File: config.mk
export PLATFORM = sky130hd
export DESIGN_NAME = axi_rd_burst_arbiter
export DESIGN_NICKNAME = d
export VERILOG_FILES = /design/src/rtl/axi_rd_burst_arbiter.sv
export SDC_FILE = /design/constraint.sdc
export NUM_CORES = 1
export LEC_CHECK = 0
export BUFFER_PORTS_ARGS = -buffer_cell sky130_fd_sc_hd__buf_2
export CAP_MARGIN = 20
export CORE_AREA = 2 2 102 104
export CTS_CLUSTER_DIAMETER = 150
export DETAILED_ROUTE_END_ITERATION = 6
export DIE_AREA = 0 0 104 106
export PLACE_DENSITY = 0.73
export SYNTH_ARGS = -nofsm -noshare
export SYNTH_HDL_FRONTEND = slang
export SYNTH_SLANG_ARGS = --single-unit
File: constraint.sdc
create_clock -name clk_axi -period 1.8 [get_ports clk_axi]
set_clock_uncertainty 0.05 [all_clocks]
set_input_delay 0.18 -clock clk_axi [delete_from_list [all_inputs] [get_ports clk_axi]]
set_output_delay 0.18 -clock clk_axi [all_outputs]
set_load 0.01 [all_outputs]
File: src/rtl/axi_rd_burst_arbiter.sv
// ----------------------------------------------------------------------------
// axi_rd_burst_arbiter
//   Shares one AXI4 read-address/read-data path between two burst requesters.
//   Requester 0 is the bitmap display engine, requester 1 a secondary reader.
//   One burst is outstanding at a time; read beats are steered to the owner.
//
//   Arbitration: fixed priority (requester 0 wins) by default. When the macro
//   AXI_RD_ARB_RR_EN is defined, contention is resolved round-robin using a
//   last_grant register.
//
// Handshakes:
//   sN_req is held high by the requester until sN_ack. sN_ack is a zero-latency
//   copy of m_ack for the owner while in ADDR. A beat (m_data_valid) is accepted
//   in DATA, or in ADDR in the same cycle as m_ack; any other beat is dropped
//   and sets the sticky stray_beat flag.
//
// Ports:
//   clk_axi, reset_axi_n        clock, synchronous active-low reset
//   s0_* / s1_*                 requester req/ack, arlen, address, data_valid
//   m_req/m_ack/m_arlen/m_address  master address handshake (latched values)
//   m_data_in/m_data_valid      read data from the master
//   data_out                    m_data_in broadcast combinationally
//   owner, busy, stray_beat     status outputs
//   state_dbg                   current FSM state (0 IDLE, 1 ADDR, 2 DATA)
// ----------------------------------------------------------------------------
module axi_rd_burst_arbiter #(
   parameter int ADDR_W     = 32,
   parameter int DATA_W     = 64,
   parameter int BEAT_CNT_W = 9
) (
   input  logic              clk_axi,
   input  logic              reset_axi_n,
   input  logic              s0_req,
   output logic              s0_ack,
   input  logic [7:0]        s0_arlen,
   input  logic [ADDR_W-1:0] s0_address,
   output logic              s0_data_valid,
   input  logic              s1_req,
   output logic              s1_ack,
   input  logic [7:0]        s1_arlen,
   input  logic [ADDR_W-1:0] s1_address,
   output logic              s1_data_valid,
   output logic              m_req,
   input  logic              m_ack,
   output logic [7:0]        m_arlen,
   output logic [ADDR_W-1:0] m_address,
   input  logic [DATA_W-1:0] m_data_in,
   input  logic              m_data_valid,
   output logic [DATA_W-1:0] data_out,
   output logic              owner,
   output logic              busy,
   output logic              stray_beat,
   output logic [1:0]        state_dbg
);

   typedef enum logic [1:0] {
      IDLE = 2'd0,
      ADDR = 2'd1,
      DATA = 2'd2
   } state_t;

   localparam logic [BEAT_CNT_W-1:0] CNT_ONE = {{(BEAT_CNT_W-1){1'b0}}, 1'b1};

   state_t                state_q, state_d;
   logic                  m_req_q, m_req_d;
   logic [7:0]            m_arlen_q, m_arlen_d;
   logic [ADDR_W-1:0]     m_address_q, m_address_d;
   logic                  owner_q, owner_d;
   logic                  busy_q, busy_d;
   logic                  stray_q, stray_d;
   logic [BEAT_CNT_W-1:0] cnt_q, cnt_d;
   logic                  winner;
   logic [7:0]            win_arlen;
   logic                  beat_accept;

`ifdef AXI_RD_ARB_RR_EN
   logic last_grant_q, last_grant_d;

   // Under contention the requester that did not win last time goes first.
   always_comb begin
      winner = ~s0_req;
      if (s0_req && s1_req) begin
         winner = ~last_grant_q;
      end
   end
`else
   always_comb begin
      winner = ~s0_req;
   end
`endif

   assign win_arlen = winner ? s1_arlen : s0_arlen;

   // A beat coincident with m_ack is the first beat of the burst.
   assign beat_accept = m_data_valid &&
                        ((state_q == DATA) || ((state_q == ADDR) && m_ack));

   always_comb begin
      state_d     = state_q;
      m_req_d     = m_req_q;
      m_arlen_d   = m_arlen_q;
      m_address_d = m_address_q;
      owner_d     = owner_q;
      stray_d     = stray_q;
      cnt_d       = cnt_q;
`ifdef AXI_RD_ARB_RR_EN
      last_grant_d = last_grant_q;
`endif
      case (state_q)
         IDLE: begin
            if (m_data_valid) begin
               stray_d = 1'b1;
            end
            if (s0_req || s1_req) begin
               owner_d     = winner;
               m_address_d = winner ? s1_address : s0_address;
               m_arlen_d   = win_arlen;
               m_req_d     = 1'b1;
               // Widened before the +1 so ARLEN=255 yields 256, not 0.
               cnt_d       = {{(BEAT_CNT_W-8){1'b0}}, win_arlen} + CNT_ONE;
               state_d     = ADDR;
`ifdef AXI_RD_ARB_RR_EN
               last_grant_d = winner;
`endif
            end
         end
         ADDR: begin
            if (m_ack) begin
               m_req_d = 1'b0;
               state_d = DATA;
               if (m_data_valid) begin
                  cnt_d = cnt_q - CNT_ONE;
                  if (cnt_q == CNT_ONE) begin
                     state_d = IDLE;
                  end
               end
            end else if (m_data_valid) begin
               stray_d = 1'b1;
            end
         end
         DATA: begin
            if (m_data_valid) begin
               cnt_d = cnt_q - CNT_ONE;
               if (cnt_q == CNT_ONE) begin
                  state_d = IDLE;
               end
            end
         end
         default: begin
            state_d = IDLE;
            m_req_d = 1'b0;
         end
      endcase
      busy_d = (state_d != IDLE);
   end

   always_ff @(posedge clk_axi) begin
      if (!reset_axi_n) begin
         state_q     <= IDLE;
         m_req_q     <= 1'b0;
         m_arlen_q   <= 8'd0;
         m_address_q <= '0;
         owner_q     <= 1'b0;
         busy_q      <= 1'b0;
         stray_q     <= 1'b0;
         cnt_q       <= '0;
      end else begin
         state_q     <= state_d;
         m_req_q     <= m_req_d;
         m_arlen_q   <= m_arlen_d;
         m_address_q <= m_address_d;
         owner_q     <= owner_d;
         busy_q      <= busy_d;
         stray_q     <= stray_d;
         cnt_q       <= cnt_d;
      end
   end

`ifdef AXI_RD_ARB_RR_EN
   always_ff @(posedge clk_axi) begin
      if (!reset_axi_n) begin
         last_grant_q <= 1'b0;
      end else begin
         last_grant_q <= last_grant_d;
      end
   end
`endif

   assign s0_ack        = m_ack && (state_q == ADDR) && !owner_q;
   assign s1_ack        = m_ack && (state_q == ADDR) &&  owner_q;
   assign s0_data_valid = beat_accept && !owner_q;
   assign s1_data_valid = beat_accept &&  owner_q;
   assign m_req         = m_req_q;
   assign m_arlen       = m_arlen_q;
   assign m_address     = m_address_q;
   assign data_out      = m_data_in;
   assign owner         = owner_q;
   assign busy          = busy_q;
   assign stray_beat    = stray_q;
   assign state_dbg     = state_q;

endmodule
==> impl_results.md, run 1 <==
* Vias per inst at 4.921
* Area of the die at 11,020 sq um
* Result of the run: finished with violations
* Sink count of the clock tree at 55
* Total DRC errors in the routed layout at 0
* Worst reg2reg setup slack at -0.07 ns
* Total half-perimeter wirelength after legalization and detailed placement at 6909 um
* Nets@finish at 625
* Largest delay share family, worst path: simple AND/OR/NAND/NOR gates
* Slowest-stage cell, CP: sky130_fd_sc_hd__or4_4
* Average wire length per cell after detail routing at 14.26 um
* Initial antenna violation count at 0
* Sw power at 1683 uW
* Worst-case vdd ir drop at 0.4974 mV
* Area fraction of the dominant cell type after synthesis at 0.3330
* Endpoint of the most critical setup path: cnt_q[7]
* Type of the worst setup path: register to register
* Proportion of power drawn by combinational gates at 0.464
* Sequential share of power at 0.385
* Leading cell types by total area after synthesis: sky130_fd_sc_hd__dfxtp_1 (33%), sky130_fd_sc_hd__buf_4 (16%), sky130_fd_sc_hd__mux2i_1 (12%), sky130_fd_sc_hd__a211oi_1 (9.3%), sky130_fd_sc_hd__nor2_1 (5.9%)
* Via count of the first global-routing pass at 2,835
* Depth of the CTS H-tree at 2
* Vert. Die Dim at 106 um
* Post-route clock period utilization at 1.037
* Final antenna diode count at 0
* Violated checks: setup timing
* TritonCTS clock tree: yes
* Critical path buffer and inverter count at 1
* Mapped Nets at 541
* Number of CTS-inserted buffers at 5
* Met3 wire len at 732 um
* Avg Inst Size Synth at 8.612 sq um
* Path category of the worst min-delay check: input pin to register
* Area of the core at 10000 sq um
* Most area-hungry cell type in the Yosys netlist: sky130_fd_sc_hd__dfxtp_1
* Data required time of the worst path at 1.98 ns
* Via Count at 2,977
* First drt pass iteration count at 4
* Critical Path Source: state_dbg[0]
* Routed metal-1 wirelength at 3547 um
* Number of cells on the worst reg-to-reg path at 6
* Finish-stage setup viols at 2
* Slowest cell delay on critical path at 0.59 ns
* Initial detailed-routing violation count at 108
* Number of storage elements in the synthesis netlist at 55
* Global-route congestion overflow total at 0
* Endpoint type of the worst setup path: register
* Period minus WS final at 1.867 ns
* First-pass GRT wire length at 13,530 um
* Worst Setup Slack, final at -0.06650 ns
* Relative slew slack at 0.7422
* Reg clk slew, reported paths at 0.09 ns
* Total wirelength of the detailed-routed design at 8625 um
* Number of library cell types mapped by synthesis at 44
* Fin Setup TNS at -0.1201 ns
* Die width at 104 um
* Switching share of power at 0.3812
* Register area share after synthesis at 0.3330
* Top achievable clock speed at 0.5358 GHz
* Clock network latency to the later pin of the worst-skew pair at 0.30 ns
* Data arrival time of the worst path at 2.05 ns
* Area Overhead vs Synth at 21.15%
* Count of input and output buffers at 135
* Startpoint of the worst-slack reg-to-reg timing path: state_dbg[0]
* Buffer cell driving the clock tree root: sky130_fd_sc_hd__clkbuf_8
* Final hold violations at 0
* Number of warnings reported in the yosys synthesis log at 0
* Standard-cell rows at 37
* Post-route core utilization at 0.4007
* Final Max Tran Viols at 0
* RD Place Congestion at 0.8547
* Levels on crit path at 6
* Startpoint Class: register
* Worst flop-to-flop path endpoint: cnt_q[7]
* Critical Path Fanout Max at 5
* Setup repair after global routing missed its margin: true
* Cells after synthesis at 384
* Worst hold slack at 0.1286 ns
* CP cell instances: inv_4 > ha_4 > nor3b_4 > or4_4 > a2111o_1 > a31oi_1
* Part of the power in the clock network at 0.151
* Total leakage power at 0.001914 uW
* CTS Buffer Depth at 2
* All-layer global routing usage at 0.1490
* Met2 routed wirelength at 4148 um
* Boundary pin count at 264
* Summed instance area of the synthesized netlist at 3307 sq um
* Internal power of the cells at 2732 uW
* Largest net degree at the start of global routing at 41
* Worst-Margin Slew at 0.3831 ns
* Highest metal used: met4
* Initial core utilization at 0.3307
* Cell Pwr Density at 1102 nW/um^2
* Fraction of layout cells with a size suffix above 1 at 0.4030
* Number of nets still failing antenna checks after routing at 0
* Number of max-cap violations at 0
==> flip-flops by register name, indices dropped and copies added (netlist names) <==
register	count
busy	1
cnt_q	9
m_address	32
m_arlen	8
m_req	1
owner	1
state_dbg	2
stray_beat	1
==> area by class of cell <==
class                           count  area [sq um]
Tap cell                          136         170.2
Timing Repair Buffer              163         923.4
Inverter                            9         36.28
Fill cell                        1052          5993
Multi-Input combinational cell    234          1683
Clock inverter                      2         12.51
Clock buffer                        6         72.57
Sequential cell                    55          1109
==> synth_stat cells, drive strengths merged <==
| cell type | count |
|---|---|
| buf | 73 |
| dfxtp | 55 |
| nor2 | 52 |
| a211oi | 42 |
| mux2i | 41 |
| o21ai | 14 |
| clkbuf | 13 |
| a21oi | 12 |
| nand2 | 12 |
| inv | 9 |
| nor3 | 8 |
| ha | 7 |
| nand3 | 4 |
| nor4 | 4 |
| xnor2 | 4 |
| and3 | 3 |
| nand4 | 3 |
| a31oi | 2 |
| and2 | 2 |
| mux2 | 2 |
| nand3b | 2 |
| nand4b | 2 |
| nor2b | 2 |
| or4 | 2 |
| a2111o | 1 |
| a221oi | 1 |
| a22oi | 1 |
| a311o | 1 |
| a31o | 1 |
| a32oi | 1 |
| and4b | 1 |
| nand2b | 1 |
| nor3b | 1 |
| o211ai | 1 |
| o21a | 1 |
| o22ai | 1 |
| o32a | 1 |
| or3b | 1 |
==> per-stage QoR <==
step / power (uW) / setup slack (ns) / area [sq um] / instances
after floorplan: 3044 / -0.02125 / 3347 / 384
after global placement: 3573 / -0.01684 / 3822 / 594
after detailed placement: 3626 / -0.06816 / 3822 / 594
after CTS: 4386 / -0.07315 / 3956 / 605
after global routing: 4771 / -0.1540 / 4006 / 605
final: 4415 / -0.06650 / 4006 / 605
==> metal layers <==
layer | up-vias | GRT usage
met5 | - | 0
met4 | 0 | 0.06178
met3 | 34 | 0.04047
met2 | 154 | 0.2556
met1 | 1329 | 0.1761
li1 | 1460 | -
==> logic make-up after synthesis <==
| group | share of synthesized area |
|---|---|
| compound gates | 0.1661 |
| xor+xnor | 0.01059 |
| simple gates | 0.1460 |
| fa+ha+maj | 0.02648 |
| flops | 0.3330 |
| mux | 0.1309 |
| buf+inv | 0.1869 |
==> worst min path at each step <==
stage	from	end	cells after the start
6_report	reset_axi_n	cnt_q[5]	3
5_1_grt	reset_axi_n	cnt_q[5]	3
4_1_cts	reset_axi_n	cnt_q[5]	3
3_5_place_dp	m_data_in[28]	data_out[28]	0
3_3_place_gp	m_data_in[28]	data_out[28]	0
2_1_floorplan	reset_axi_n	cnt_q[5]	2
==> worst min-delay path: stages <==
cell and delay, ns:
sky130_fd_sc_hd__buf_2 0.13, sky130_fd_sc_hd__o21ai_0 0.08, sky130_fd_sc_hd__a21oi_1 0.04
==> cells in the final DEF, fill, tap and decap left out, types with 2 or more instances in the layout <==
cell type,n
sky130_fd_sc_hd__buf_4,25
sky130_fd_sc_hd__a31oi_1,2
sky130_fd_sc_hd__nand2_1,12
sky130_fd_sc_hd__xnor2_1,4
sky130_fd_sc_hd__buf_12,3
sky130_fd_sc_hd__a21oi_1,12
sky130_fd_sc_hd__and3_1,3
sky130_fd_sc_hd__nor2_1,51
sky130_fd_sc_hd__nor4_4,2
sky130_fd_sc_hd__dfxtp_4,2
sky130_fd_sc_hd__o21ai_1,7
sky130_fd_sc_hd__ha_4,2
sky130_fd_sc_hd__buf_2,135
sky130_fd_sc_hd__inv_1,6
sky130_fd_sc_hd__dfxtp_1,53
sky130_fd_sc_hd__nor3_1,8
sky130_fd_sc_hd__o21ai_0,5
sky130_fd_sc_hd__clkbuf_8,5
sky130_fd_sc_hd__clkinv_1,2
sky130_fd_sc_hd__nand4b_1,2
sky130_fd_sc_hd__mux2i_1,41
sky130_fd_sc_hd__a211oi_1,41
sky130_fd_sc_hd__mux2_1,2
sky130_fd_sc_hd__nand4_1,3
sky130_fd_sc_hd__nand3b_1,2
sky130_fd_sc_hd__ha_1,4
sky130_fd_sc_hd__nand3_1,4
sky130_fd_sc_hd__nor4_1,2
==> power by group through the flow <==
stage                     Clock, uW  Combinational (uW)  Sequential (uW)
final                           666                2050             1700
after global routing            748                2280             1740
after CTS                       702                1990             1700
after detailed placement          0                1910             1720
after global placement            0                1870             1700
after floorplan                   0                1240             1800
==> timing repair <==
item | CTS | global route
hold buffers | 0 | 0
hold endpoints to repair | 0 | 0
setup buffers | 3 | 0
gates resized for setup | 7 | 8
setup endpoints to repair | 6 | 12
pin swaps | 0 | 4
(Power assumes the default switching activity.)
==> inputs of run 2 (changes only) <==
Settings changed: CTS_CLUSTER_SIZE set to 20, PLACE_DENSITY 0.73 to not set, PLACE_DENSITY_LB_ADDON set to 0.3.
==> impl_results.md, run 2 (synthesis gave the netlist of run 1 again) <==
* Result of the run: finished with violations
* Violated checks: setup timing
* Worst-Margin Slew at 0.4174 ns
* Boundary pin count at 264
* Startpoint of the worst-slack reg-to-reg timing path: state_dbg[0]
* Slowest cell delay on critical path at 0.60 ns
* Worst reg2reg setup slack at -0.11 ns
* Endpoint type of the worst setup path: register
* Initial antenna violation count at 0
* Largest net degree at the start of global routing at 49
* Total leakage power at 0.001931 uW
* CTS Buffer Depth at 2
* Most used cells in the layout excluding fill and tap cells: sky130_fd_sc_hd__buf_2 (135), sky130_fd_sc_hd__dfxtp_1 (53), sky130_fd_sc_hd__nor2_1 (51), sky130_fd_sc_hd__mux2i_1 (41), sky130_fd_sc_hd__a211oi_1 (41)
* First-pass GRT wire length at 13,800 um
* Area of the core at 10000 sq um
* Number of max-cap violations at 0
* Finish-stage setup viols at 3
* Switching share of power at 0.3896
* Vert. Die Dim at 106 um
* Setup repair after global routing missed its margin: true
* Flip-flop count of the largest register, all copies and words added at 32
* Area of the die at 11,020 sq um
* Period minus WS final at 1.908 ns
* Most common cell after layout, fill and taps aside: sky130_fd_sc_hd__buf_2
* Worst hold slack at 0.1110 ns
* Number of cells on the worst reg-to-reg path at 6
* All-layer global routing usage at 0.1523
* Vias per inst at 4.890
* Clock network latency to the later pin of the worst-skew pair at 0.31 ns
* Proportion of power drawn by combinational gates at 0.457
* Area after DPL at 3837 sq um
* Die width at 104 um
* Data required time of the worst path at 1.99 ns
* Slowest-stage cell, CP: sky130_fd_sc_hd__or4_4
* Buffer cell driving the clock tree root: sky130_fd_sc_hd__clkbuf_8
* Standard-cell rows at 37
* Data arrival time of the worst path at 2.10 ns
* Critical Path Source: state_dbg[0]
* First drt pass iteration count at 4
* Type of the worst setup path: register to register
* Critical Path Fanout Max at 5
* Via Count at 2,978
* Worst flop-to-flop path endpoint: cnt_q[7]
* Reg clk slew, reported paths at 0.10 ns
* Total wirelength of the detailed-routed design at 8842 um
* Total DRC errors in the routed layout at 0
* Average wire length per cell after detail routing at 14.52 um
* CP cell instances: inv_4 > ha_4 > nor3b_4 > or4_4 > a2111o_1 > a31oi_1
* Number of nets still failing antenna checks after routing at 0
* Endpoint of the most critical setup path: cnt_q[7]
* Relative slew slack at 0.7137
* Number of CTS-inserted buffers at 5
* Final hold violations at 0
* Initial detailed-routing violation count at 78
* Total half-perimeter wirelength after legalization and detailed placement at 6908 um
* Initial core utilization at 0.3307
* Pre-CTS setup slack at -0.1393 ns
* Global-route congestion overflow total at 0
* Final Max Tran Viols at 0
* Worst Setup Slack, final at -0.1079 ns
* Sink count of the clock tree at 55
* TritonCTS clock tree: yes
* Depth of the CTS H-tree at 2
* Filler Cell Count at 1,057
* Final antenna diode count at 0
* Path category of the worst min-delay check: input pin to register
* Post-route clock period utilization at 1.060
* Internal power of the cells at 2729 uW
* Total power draw at 4471 uW
* Via count of the first global-routing pass at 2,810
* Area taken by multi-input logic gates at 1665 sq um
* Part of the power in the clock network at 0.163
* Nets@finish at 629
* Area Overhead vs Synth at 21.38%
* Final instance area at 4014 sq um
* Fraction of layout cells with a size suffix above 1 at 0.4080
* Flip-flop and latch area at 1109 sq um
* Sw power at 1742 uW
* Worst-case vdd ir drop at 0.4474 mV
* Count of input and output buffers at 135
* Startpoint Class: register
* RD Place Congestion at 0.9067
* Top achievable clock speed at 0.5241 GHz
* Sequential share of power at 0.380
* Cell Pwr Density at 1114 nW/um^2
run 2: cell type report:
cell class	instances	area share
multi-input cells	234	0.4149
flip-flops and latches	55	0.2762
repair buffers	167	0.2344
well taps	136	0.04239
clock buffers	5	0.01714
inverters	9	0.009040
clock inverters	3	0.005923
run 2: power groups by stage:
| stage | clock [uW] | sequential [uW] | combinational, uW |
|---|---|---|---|
| floorplan | 0 | 1800 | 1240 |
| global placement | 0 | 1700 | 1900 |
| detailed placement | 0 | 1710 | 1930 |
| CTS | 771 | 1690 | 1980 |
| global route | 824 | 1730 | 2260 |
| finish | 729 | 1700 | 2040 |
run 2: per-layer routing:
metal | global-route usage | vias to the layer above | share of wire | wire length (um)
met2 | 0.2415 | 128 | 0.45 | 3988
met5 | 0 | - | 0 | 0
li1 | - | 1476 | - | -
met3 | 0.04353 | 22 | 0.080 | 705
met4 | 0.05985 | 0 | 0.023 | 202
met1 | 0.1956 | 1352 | 0.45 | 3945
run 2: what timing repair did:
action | CTS | global route
pin swaps | 1 | 1
hold endpoints to repair | 0 | 0
buffers inserted | 2 | 3
resized for setup | 7 | 5
hold buffers | 0 | 0
setup endpoints to repair | 7 | 12
run 2: worst min path at each step:
stage | slack [ns] | startpoint | end | cells past startpoint
after floorplan | 0.27 | reset_axi_n | cnt_q[5] | 2
after global placement | 0.31 | m_data_in[15] | data_out[15] | 0
after detailed placement | 0.31 | m_data_in[15] | data_out[15] | 0
after CTS | 0.09 | reset_axi_n | cnt_q[5] | 3
after global routing | 0.12 | s1_address[24] | m_address[24] | 3
final | 0.11 | reset_axi_n | cnt_q[5] | 3
run 2: critical path, delay by kind of cell (launching register included):
kind / cells / cell delay (ns)
adders and majority gates: 1 / 0.15
AOI/OAI and AO/OA: 2 / 0.45
buffers and inverters: 1 / 0.04
and+or+nand+nor: 2 / 0.75
DFF: 1 / 0.40
run 2: metrics by stage:
stage / setup TNS (ns) / cells / util
2_1_floorplan: -0.02125 / 384 / -
4_1_cts: -0.1668 / 606 / 0.3961
5_1_grt: -0.8661 / 609 / 0.4014
6_report: -0.1985 / 609 / 0.4014
3_5_place_dp: -0.2233 / 596 / 0.3838
3_3_place_gp: -0.03040 / 596 / 0.3838
==> inputs of run 3 (changes only) <==
Settings changed: CAP_MARGIN 20 to not set, SETUP_SLACK_MARGIN set to 0.5.
Clock period 1.8 ns to 1.7 ns, I/O delays scaled along.
==> impl_results.md, run 3 (synthesis gave the netlist of run 1 again) <==
* Fin Setup TNS at -0.6859 ns
* Nets@finish at 658
* Number of CTS-inserted buffers at 5
* # hold bufs at CTS at 0
* RD Place Congestion at 0.8921
* Number of cells on the worst reg-to-reg path at 6
* Fraction of layout cells with a size suffix above 1 at 0.6195
* Part of the power in the clock network at 0.132
* Post-route core utilization at 0.5094
* Data required time of the worst path at 1.90 ns
* Via count of the first global-routing pass at 3,310
* Total half-perimeter wirelength after legalization and detailed placement at 6859 um
* Depth of the CTS H-tree at 2
* First-pass GRT wire length at 16,730 um
* Finish-stage setup viols at 11
* Vias per inst at 5.072
* Number of max-cap violations at 0
* Flip-flop count of the largest register, all copies and words added at 32
* Area after DPL at 3920 sq um
* Worst Setup Slack, final at -0.1667 ns
* Worst reg2reg setup slack at -0.17 ns
* Met3 track demand over resource at 0.05273
* Type of the worst setup path: register to register
* Pre-CTS setup slack at -0.1632 ns
* Most used cells in the layout excluding fill and tap cells: sky130_fd_sc_hd__buf_2 (133), sky130_fd_sc_hd__dfxtp_1 (52), sky130_fd_sc_hd__mux2i_1 (41), sky130_fd_sc_hd__a211oi_2 (39), sky130_fd_sc_hd__nor2_4 (38)
* All-layer global routing usage at 0.1868
* Total wirelength of the detailed-routed design at 10,270 um
* Global-route layer with the greatest usage: met2
* Endpoint type of the worst setup path: register
* Vert. Die Dim at 106 um
* Total leakage power at 0.002282 uW
* Cell Pwr Density at 1264 nW/um^2
* Origin of the worst min-delay path: reset_axi_n
* Largest net degree at the start of global routing at 24
* CTS Buffer Depth at 2
* Worst flop-to-flop path endpoint: cnt_q[7]
* Internal power of the cells at 3952 uW
* Startpoint of the worst-slack reg-to-reg timing path: state_dbg[0]
* TritonCTS clock tree: yes
* Data arrival time of the worst path at 2.07 ns
* Clock network latency to the later pin of the worst-skew pair at 0.31 ns
* Worst-case vdd ir drop at 0.4809 mV
* Met1 routing resource usage after global routing at 0.2244
* Setup repair after global routing missed its margin: true
* Sw power at 2488 uW
* Final Max Tran Viols at 0
* Area of the core at 10000 sq um
* Worst-Margin Slew at 0.5007 ns
* Result of the run: finished with violations
* Most common cell after layout, fill and taps aside: sky130_fd_sc_hd__buf_2
* Initial antenna violation count at 0
* First drt pass iteration count at 4
* Boundary pin count at 264
* Area of the die at 11,020 sq um
* Initial detailed-routing violation count at 161
* Violated checks: setup timing
* Final instance area at 5094 sq um
* Period minus WS final at 1.867 ns
* Area Overhead vs Synth at 54.03%
* Sink count of the clock tree at 55
* Standard-cell rows at 37
* Critical Path Fanout Max at 5
* Final cell count without fillers at 638
* Top achievable clock speed at 0.5357 GHz
* Relative slew slack at 0.6567
* Final antenna diode count at 0
* Startpoint Class: register
* Switching share of power at 0.3863
* Post-route clock period utilization at 1.098
* Number of nets still failing antenna checks after routing at 0
* Hold Path Sink: cnt_q[5]
* Average wire length per cell after detail routing at 16.09 um
* Final hold violations at 0
* Reg clk slew, reported paths at 0.10 ns
* Die width at 104 um
* Total DRC errors in the routed layout at 0
* Via Count at 3,236
* Count of input and output buffers at 135
* Proportion of power drawn by combinational gates at 0.571
* Number of placed cells counting well taps at 597
* Global-route congestion overflow total at 0
* Initial core utilization at 0.3307
* Hold Path Depth at 3
* Path category of the worst min-delay check: input pin to register
* Buffer cell driving the clock tree root: sky130_fd_sc_hd__clkbuf_8
* Met2 GRT Util at 0.3200
* Sequential share of power at 0.297
[run 3: cell count changes in the layout (fill, tap and decap cells not counted), moves of 4 or more]
cell / before / now
sky130_fd_sc_hd__nor2_1: 51 / 10
sky130_fd_sc_hd__buf_16: 0 / 9
sky130_fd_sc_hd__a211oi_2: 1 / 39
sky130_fd_sc_hd__buf_12: 2 / 7
sky130_fd_sc_hd__nor2_4: 1 / 38
sky130_fd_sc_hd__buf_6: 0 / 12
sky130_fd_sc_hd__a211oi_1: 41 / 3
sky130_fd_sc_hd__a21oi_1: 12 / 8
sky130_fd_sc_hd__a21oi_2: 0 / 4
sky130_fd_sc_hd__nor2_2: 0 / 4
[run 3: worst max-delay path: stages, from the launching register on]
cell and delay, ns:
sky130_fd_sc_hd__dfxtp_4 0.39, sky130_fd_sc_hd__inv_4 0.04, sky130_fd_sc_hd__ha_4 0.14, sky130_fd_sc_hd__nor3b_4 0.15
sky130_fd_sc_hd__or4_4 0.59, sky130_fd_sc_hd__a2111o_1 0.32, sky130_fd_sc_hd__a31oi_1 0.12
[run 3: power groups by stage]
stage,Combinational (uW),Sequential [uW],Clock (uW)
2_1_floorplan,1520,1910,0
3_3_place_gp,2120,1820,0
3_5_place_dp,2140,1830,0
4_1_cts,3520,1900,879
5_1_grt,3960,1960,936
6_report,3680,1910,848
[run 3: per-layer routing]
layer / up-vias / share of wire
li1: 1541 / -
met1: 1493 / 0.42
met2: 160 / 0.48
met3: 42 / 0.077
met4: 0 / 0.027
met5: - / 0
[run 3: cell type report]
type | instances | area [sq um]
repair buffers | 196 | 1476
well taps | 136 | 170.2
flip-flops and latches | 55 | 1110
clock inverters | 1 | 8.758
clock buffers | 7 | 97.59
inverters | 9 | 38.79
multi-input cells | 234 | 2192
fillers | 917 | 4906
[run 3: worst max-delay path by stage]
stage / startpoint / slack, ns / cells past startpoint / to
finish: state_dbg[0] / -0.17 / 6 / cnt_q[7]
CTS: state_dbg[0] / -0.15 / 6 / cnt_q[7]
detailed placement: state_dbg[1] / -0.16 / 7 / cnt_q[7]
floorplan: state_dbg[1] / -0.12 / 7 / cnt_q[7]
global placement: state_dbg[1] / -0.13 / 7 / cnt_q[7]
global route: state_dbg[0] / -0.23 / 7 / cnt_q[7]
[run 3: through the flow]
stage / power, uW / hold WS (ns)
after floorplan: 3431 / 0.2584
after global placement: 3940 / 0.2901
after detailed placement: 3964 / 0.2901
after CTS: 6301 / 0.1084
after global routing: 6859 / 0.1189
final: 6440 / 0.1262
[run 3: what timing repair did]
item                                    4_1_cts  5_1_grt
endpoints found under the setup margin       58       61
resized for setup                           141       13
pin swaps                                    26       17
gates cloned                                  9        1
hold endpoints to repair                      0        0
setup buffers                                22        1
